File: src/rtl/mrq_pkg.sv
// rtl/mrq_pkg.sv - shared constants and FSM encoding for the memory request queue
package mrq_pkg;

    localparam int MRQ_AW = 4;
    localparam int MRQ_DW = 8;

    localparam int MRQ_RW_W = 1;

    typedef enum logic {
        ST_IDLE = 1'b0,
        ST_WAIT = 1'b1
    } mrq_state_t;

    // Queue entries are packed as {rw, addr, wdata}, rw in the MSB.
    function automatic int mrq_req_w(input int aw, input int dw);
        return MRQ_RW_W + aw + dw;
    endfunction

endpackage

File: src/rtl/mrq_fifo.sv
// rtl/mrq_fifo.sv - DEPTH x W synchronous FIFO holding queued requests
module mrq_fifo #(
    parameter int DEPTH = 4,
    parameter int W     = 13
) (
    input  logic         clk,
    input  logic         rst_n,
    input  logic         push,
    input  logic [W-1:0] wdata,
    input  logic         pop,
    output logic [W-1:0] rdata,
    output logic         full,
    output logic         empty
);

    localparam int PW = $clog2(DEPTH);

    logic [W-1:0] mem [DEPTH];
    logic [PW:0]  wr_ptr;
    logic [PW:0]  rd_ptr;
    logic         do_push;
    logic         do_pop;

    // Full is judged before this cycle's pop, so a pop never frees a slot in the same edge.
    assign full    = (wr_ptr[PW] != rd_ptr[PW]) && (wr_ptr[PW-1:0] == rd_ptr[PW-1:0]);
    assign empty   = (wr_ptr == rd_ptr);
    assign do_push = push && !full;
    assign do_pop  = pop && !empty;
    assign rdata   = mem[rd_ptr[PW-1:0]];

    always_ff @(posedge clk or negedge rst_n) begin
        if (!rst_n) begin
            wr_ptr <= '0;
            rd_ptr <= '0;
        end else begin
            if (do_push) wr_ptr <= wr_ptr + 1'b1;
            if (do_pop)  rd_ptr <= rd_ptr + 1'b1;
        end
    end

    always_ff @(posedge clk) begin
        if (do_push) mem[wr_ptr[PW-1:0]] <= wdata;
    end

endmodule

File: src/rtl/mem_request_queue.sv
// rtl/mem_request_queue.sv - request FIFO and issue FSM in front of the SRAM controller
// Optional abort on missing mc_done is enabled with `define MRQ_TIMEOUT_EN.
module mem_request_queue
    import mrq_pkg::*;
#(
    parameter int DEPTH   = 4,
    parameter int AW      = MRQ_AW,
    parameter int DW      = MRQ_DW,
    parameter int TIMEOUT = 15
) (
    input  logic          clk,
    input  logic          rst_n,
    input  logic          req_valid,
    output logic          req_ready,
    input  logic          req_rw,
    input  logic [AW-1:0] req_addr,
    input  logic [DW-1:0] req_wdata,
    output logic          rsp_valid,
    output logic          rsp_rw,
    output logic [AW-1:0] rsp_addr,
    output logic [DW-1:0] rsp_rdata,
    output logic          rsp_err,
    output logic          mc_start,
    output logic          mc_rw,
    output logic [AW-1:0] mc_addr,
    output logic [DW-1:0] mc_data_in,
    input  logic [DW-1:0] mc_data_out,
    input  logic          mc_done
);

    localparam int RW = mrq_req_w(AW, DW);

    mrq_state_t    state, state_n;
    logic [RW-1:0] head;
    logic          full, empty, pop;

    logic          start_n, rw_n, rsp_valid_n, rsp_rw_n;
    logic [AW-1:0] addr_n, rsp_addr_n;
    logic [DW-1:0] data_n, rsp_rdata_n;

    mrq_fifo #(.DEPTH(DEPTH), .W(RW)) u_fifo (
        .clk   (clk),
        .rst_n (rst_n),
        .push  (req_valid),
        .wdata ({req_rw, req_addr, req_wdata}),
        .pop   (pop),
        .rdata (head),
        .full  (full),
        .empty (empty)
    );

    assign req_ready = !full;

`ifdef MRQ_TIMEOUT_EN
    localparam int TW = $clog2(TIMEOUT + 1);
    logic [TW-1:0] tmo, tmo_n;
    logic          rsp_err_q, rsp_err_n;
    assign rsp_err = rsp_err_q;
`else
    assign rsp_err = 1'b0;
`endif

    always_comb begin
        state_n     = state;
        pop         = 1'b0;
        start_n     = 1'b0;
        rw_n        = mc_rw;
        addr_n      = mc_addr;
        data_n      = mc_data_in;
        rsp_valid_n = 1'b0;
        rsp_rw_n    = rsp_rw;
        rsp_addr_n  = rsp_addr;
        rsp_rdata_n = rsp_rdata;
`ifdef MRQ_TIMEOUT_EN
        tmo_n       = tmo;
        rsp_err_n   = 1'b0;
`endif
        case (state)
            ST_IDLE: begin
                if (!empty) begin
                    pop     = 1'b1;
                    rw_n    = head[RW-1];
                    addr_n  = head[RW-2 -: AW];
                    data_n  = head[DW-1:0];
                    start_n = 1'b1;
                    state_n = ST_WAIT;
`ifdef MRQ_TIMEOUT_EN
                    tmo_n   = '0;
`endif
                end
            end
            ST_WAIT: begin
                if (mc_done) begin
                    rsp_valid_n = 1'b1;
                    rsp_rw_n    = mc_rw;
                    rsp_addr_n  = mc_addr;
                    rsp_rdata_n = mc_rw ? mc_data_out : '0;
                    state_n     = ST_IDLE;
                end
`ifdef MRQ_TIMEOUT_EN
                else if (tmo == TW'(TIMEOUT - 1)) begin
                    rsp_valid_n = 1'b1;
                    rsp_rw_n    = mc_rw;
                    rsp_addr_n  = mc_addr;
                    rsp_rdata_n = '0;
                    rsp_err_n   = 1'b1;
                    state_n     = ST_IDLE;
                end else begin
                    tmo_n = tmo + 1'b1;
                end
`endif
            end
            default: state_n = ST_IDLE;
        endcase
    end

    always_ff @(posedge clk or negedge rst_n) begin
        if (!rst_n) begin
            state      <= ST_IDLE;
            mc_start   <= 1'b0;
            mc_rw      <= 1'b0;
            mc_addr    <= '0;
            mc_data_in <= '0;
            rsp_valid  <= 1'b0;
            rsp_rw     <= 1'b0;
            rsp_addr   <= '0;
            rsp_rdata  <= '0;
`ifdef MRQ_TIMEOUT_EN
            tmo        <= '0;
            rsp_err_q  <= 1'b0;
`endif
        end else begin
            state      <= state_n;
            mc_start   <= start_n;
            mc_rw      <= rw_n;
            mc_addr    <= addr_n;
            mc_data_in <= data_n;
            rsp_valid  <= rsp_valid_n;
            rsp_rw     <= rsp_rw_n;
            rsp_addr   <= rsp_addr_n;
            rsp_rdata  <= rsp_rdata_n;
`ifdef MRQ_TIMEOUT_EN
            tmo        <= tmo_n;
            rsp_err_q  <= rsp_err_n;
`endif
        end
    end

endmodule

File: config.mk
export PLATFORM = sky130hd
export DESIGN_NAME = mem_request_queue
export DESIGN_NICKNAME = d
export VERILOG_FILES = /design/src/rtl/mrq_pkg.sv /design/src/rtl/mrq_fifo.sv /design/src/rtl/mem_request_queue.sv
export SDC_FILE = /design/constraint.sdc
export NUM_CORES = 1
export LEC_CHECK = 0
export BUFFER_PORTS_ARGS = -buffer_cell sky130_fd_sc_hd__buf_4
export CORE_ASPECT_RATIO = 1.1
export CORE_UTILIZATION = 45
export DETAILED_ROUTE_END_ITERATION = 12
export PLACE_DENSITY = 0.63
export SYNTH_ARGS = -nofsm -noshare
export SYNTH_HDL_FRONTEND = slang
export SYNTH_SLANG_ARGS = --single-unit
export TNS_END_PERCENT = 10
File: constraint.sdc
create_clock -name clk -period 3.05 [get_ports clk]
set_clock_uncertainty 0.15 [all_clocks]
set_input_delay 0.4575 -clock clk [delete_from_list [all_inputs] [get_ports clk]]
set_output_delay 0.4575 -clock clk [all_outputs]
set_load 0.01 [all_outputs]
==> impl_metrics.sql <==
INSERT INTO impl_metrics (metric_group, metric, value, unit) VALUES
('power_and_ir_drop', 'share_seq_of_total_power', '0.440', ''),
('grt', 'gr-total-overflow', '0', ''),
('worst_setup_path', 'critical-path-top-delay-family', 'flip-flops', ''),
('worst_setup_path', 'start_kind', 'register', ''),
('synthesis', 'synth.area.top_cells', 'sky130_fd_sc_hd__edfxtp_1 (45%), sky130_fd_sc_hd__dfrtp_1 (25%), sky130_fd_sc_hd__mux4_1 (6.8%), sky130_fd_sc_hd__mux2_2 (3.9%), sky130_fd_sc_hd__mux2_4 (3.5%)', ''),
('worst_setup_path', 'cp_data_required_time', '2940', 'ps'),
('finish', 'layout.cells.non_filler', '356', ''),
('die', 'io_pins', '55', ''),
('timing', 'worst_hold_slack', '154.7', 'ps'),
('drt', 'drc', '0', ''),
('run', 'cap_viol_max_count', '0', ''),
('grt', 'grt_max_degree', '36', ''),
('finish', 'layout.cells.most_common', 'sky130_fd_sc_hd__buf_4', ''),
('finish', 'layout_overhead_on_the_synthesized_area', '20.50', '%'),
('clocking', 'cts.clk_slew.worst_paths', '90', 'ps'),
('drt', 'finalWirelength', '5383', 'µm'),
('synthesis', 'share_of_synthesized_registers_carrying_an_async_set_or_reset', '0.4023', ''),
('outcome', 'status', 'complete, no violations', ''),
('finish', 'area_of_all_sequential_standard_cells', '2437', 'µm²'),
('timing', 'slew-limit-headroom', '0.5438', ''),
('grt', 'grt_pass1_wl', '8666', 'µm'),
('grt', 'busiest_layer', 'met2', ''),
('placement', 'gp_routability_congestion', '0.6758', ''),
('power_and_ir_drop', 'power-per-cell-area', '1031', 'nW/µm²'),
('synthesis', 'syn-instance-count', '184', ''),
('grt', 'antenna_found_initial', '0', ''),
('synthesis', 'yosysUniqueCellTypes', '26', ''),
('die', 'num_rows', '33', ''),
('synthesis', 'synth_top_cell_area_share', '0.4489', ''),
('grt', 'grt_pass1_vias', '1733', ''),
('timing', 'worst_pin_slew', '684.3', 'ps'),
('synthesis', 'synth_top_area_cell', 'sky130_fd_sc_hd__edfxtp_1', ''),
('finish', 'fill_cells', '605', ''),
('placement', 'place.port_buffers', '53', ''),
('die', 'fp.dieH', '94.21', 'µm'),
('worst_setup_path', 'cp_slowest_stage_delay', '470', 'ps'),
('synthesis', 'synth-main-ff-cell', 'sky130_fd_sc_hd__edfxtp_1', ''),
('die', 'die-area', '8086', 'µm²'),
('finish', 'leading_cell_types_in_the_layout_fill_and_taps_excluded', 'sky130_fd_sc_hd__buf_4 (59), sky130_fd_sc_hd__edfxtp_1 (52), sky130_fd_sc_hd__dfrtp_1 (35), sky130_fd_sc_hd__nand2_1 (18), sky130_fd_sc_hd__mux2_2 (12)', ''),
('grt', 'groute.layer.met2.usage', '0.2413', ''),
('drt', 'detailedRoute.firstIterationViolations', '64', ''),
('die', 'fp.coreArea', '7473', 'µm²'),
('synthesis', 'yosysWarnings', '0', ''),
('power_and_ir_drop', 'power_leakage', '0.001694', 'µW'),
('timing', 'final_cycle_utilization_of_the_critical_path', '0.6547', ''),
('timing', 'clock.fmax', '0.5008', 'GHz'),
('worst_setup_path', 'critical_path.slowest_cell', 'sky130_fd_sc_hd__dfrtp_1', ''),
('timing', 'rsz0062_at_grt', 'false', ''),
('drt', 'vias_per_cell', '4.756', ''),
('finish', 'final_design_area_no_fill', '4192', 'µm²'),
('drt', 'wl_per_cell', '15.12', 'µm'),
('synthesis', 'synth.yosys.seq_area_share', '0.7007', ''),
('power_and_ir_drop', 'vdd_ir_drop_max', '429.3', 'µV'),
('clocking', 'inserted_clock_buffers', '9', ''),
('finish', 'multiInputGateArea', '955.9', 'µm²'),
('power_and_ir_drop', 'swShare', '0.3152', ''),
('timing', 'timing.final.hold_violations', '0', ''),
('drt', 'vias', '1693', ''),
('timing', 'period_minus_slack', '1997', 'ps'),
('clocking', 'post-cts-setup-buffers', '0', ''),
('finish', 'final_layout_size_suffix_gt1_frac', '0.4104', ''),
('clocking', 'cts.path.max_buffers', '2', ''),
('synthesis', 'avgSynthCellArea', '18.90', 'µm²'),
('finish', 'insertedDiodeCount', '0', ''),
('synthesis', 'synth_edf_count', '52', ''),
('power_and_ir_drop', 'cellInternalPower', '2958', 'µW'),
('worst_setup_path', 'critical_path.endpoint_type', 'register', ''),
('worst_setup_path', 'timing.critical_path.from', 'u_fifo.wr_ptr[0]', ''),
('worst_setup_path', 'crit_fanout', '13', ''),
('synthesis', 'mappedNetlistArea', '3478', 'µm²'),
('finish', 'final_nets', '276', '');
==> flip-flops by register name, summed over array words and instances (netlist names), 3 cells and up <==
register and count:
mc_addr 4, rsp_addr 4, u_fifo.mem 52, mc_data_in 8, u_fifo.rd_ptr 3, u_fifo.wr_ptr 3, rsp_rdata 8
==> power groups by stage <==
stage / logic, µW / clock network, µW / registers, µW
6_report: 1640 / 782 / 1900
5_1_grt: 1800 / 860 / 1950
4_1_cts: 1670 / 808 / 1910
3_5_place_dp: 1670 / 0 / 1930
3_3_place_gp: 1650 / 0 / 1920
2_1_floorplan: 1110 / 0 / 1950
==> cell usage after synthesis (2+ instances only) <==
cell,count
sky130_fd_sc_hd__a31oi_1,2
sky130_fd_sc_hd__and2_1,3
sky130_fd_sc_hd__buf_4,2
sky130_fd_sc_hd__buf_6,2
sky130_fd_sc_hd__clkbuf_1,3
sky130_fd_sc_hd__dfrtp_1,35
sky130_fd_sc_hd__edfxtp_1,52
sky130_fd_sc_hd__ha_1,5
sky130_fd_sc_hd__inv_1,5
sky130_fd_sc_hd__mux2_2,12
sky130_fd_sc_hd__mux2_4,8
sky130_fd_sc_hd__mux4_1,9
sky130_fd_sc_hd__mux4_2,4
sky130_fd_sc_hd__nand2_1,18
sky130_fd_sc_hd__nand3_1,2
sky130_fd_sc_hd__o21ai_0,8
sky130_fd_sc_hd__xnor2_4,2
sky130_fd_sc_hd__xor2_1,4
==> worst register-to-register path, stage by stage, from the launching register on <==
cell,delay (ps)
sky130_fd_sc_hd__dfrtp_1,470
sky130_fd_sc_hd__xnor2_4,200
sky130_fd_sc_hd__a31oi_1,440
sky130_fd_sc_hd__and2_1,190
sky130_fd_sc_hd__buf_4,240
==> layer usage <==
layer	part of all wire	vias to the layer above
met1	0.45	823
met4	0.018	0
met5	0	-
met3	0.046	10
met2	0.49	49
li1	-	811
==> final timing paths <==
check	end	slack (ps)	depth (start not counted)
hold reg to reg	rsp_rdata[7]	340	2
min in group asynchronous	rsp_valid	450	2
hold / removal	u_fifo.mem[0][0]	150	1
setup / recovery	u_fifo.mem[1][1]	1050	4
setup reg to reg	u_fifo.mem[1][1]	1050	4
max in group asynchronous	rsp_rdata[3]	1990	2
==> area by class of cell <==
cell class	instances	share of cell area
clock buffers	9	0.02955
clock inverters	7	0.01701
inverters	5	0.004478
multi-input cells	83	0.2281
flip-flops and latches	87	0.5815
well taps	105	0.03134
repair buffers	60	0.1081
==> per-stage QoR <==
| stage | worst slack [ps] | total power (µW) | util |
|---|---|---|---|
| detailed placement | 1057 | 3601 | 0.5334 |
| CTS | 1045 | 4392 | 0.5609 |
| floorplan | 942.0 | 3060 | - |
| finish | 1053 | 4319 | 0.5609 |
| global placement | 1054 | 3571 | 0.5334 |
| global route | 869.2 | 4606 | 0.5609 |
==> logic make-up after synthesis <==
logic type,Yosys count,synth area share
flops,87,0.7007
mux,33,0.1673
other cells,1,0.001078
xor+xnor,8,0.03309
buf+inv,14,0.02626
compound gates,13,0.02590
simple gates,23,0.02770
fa+ha+maj,5,0.01799
==> timing repair <==
| item | in CTS | in global routing |
|---|---|---|
| hold endpoints to repair | 35 | 0 |
| hold buffers | 1 | 0 |
| gates resized for setup | 0 | 0 |
Power figures use the tool's default switching activity.
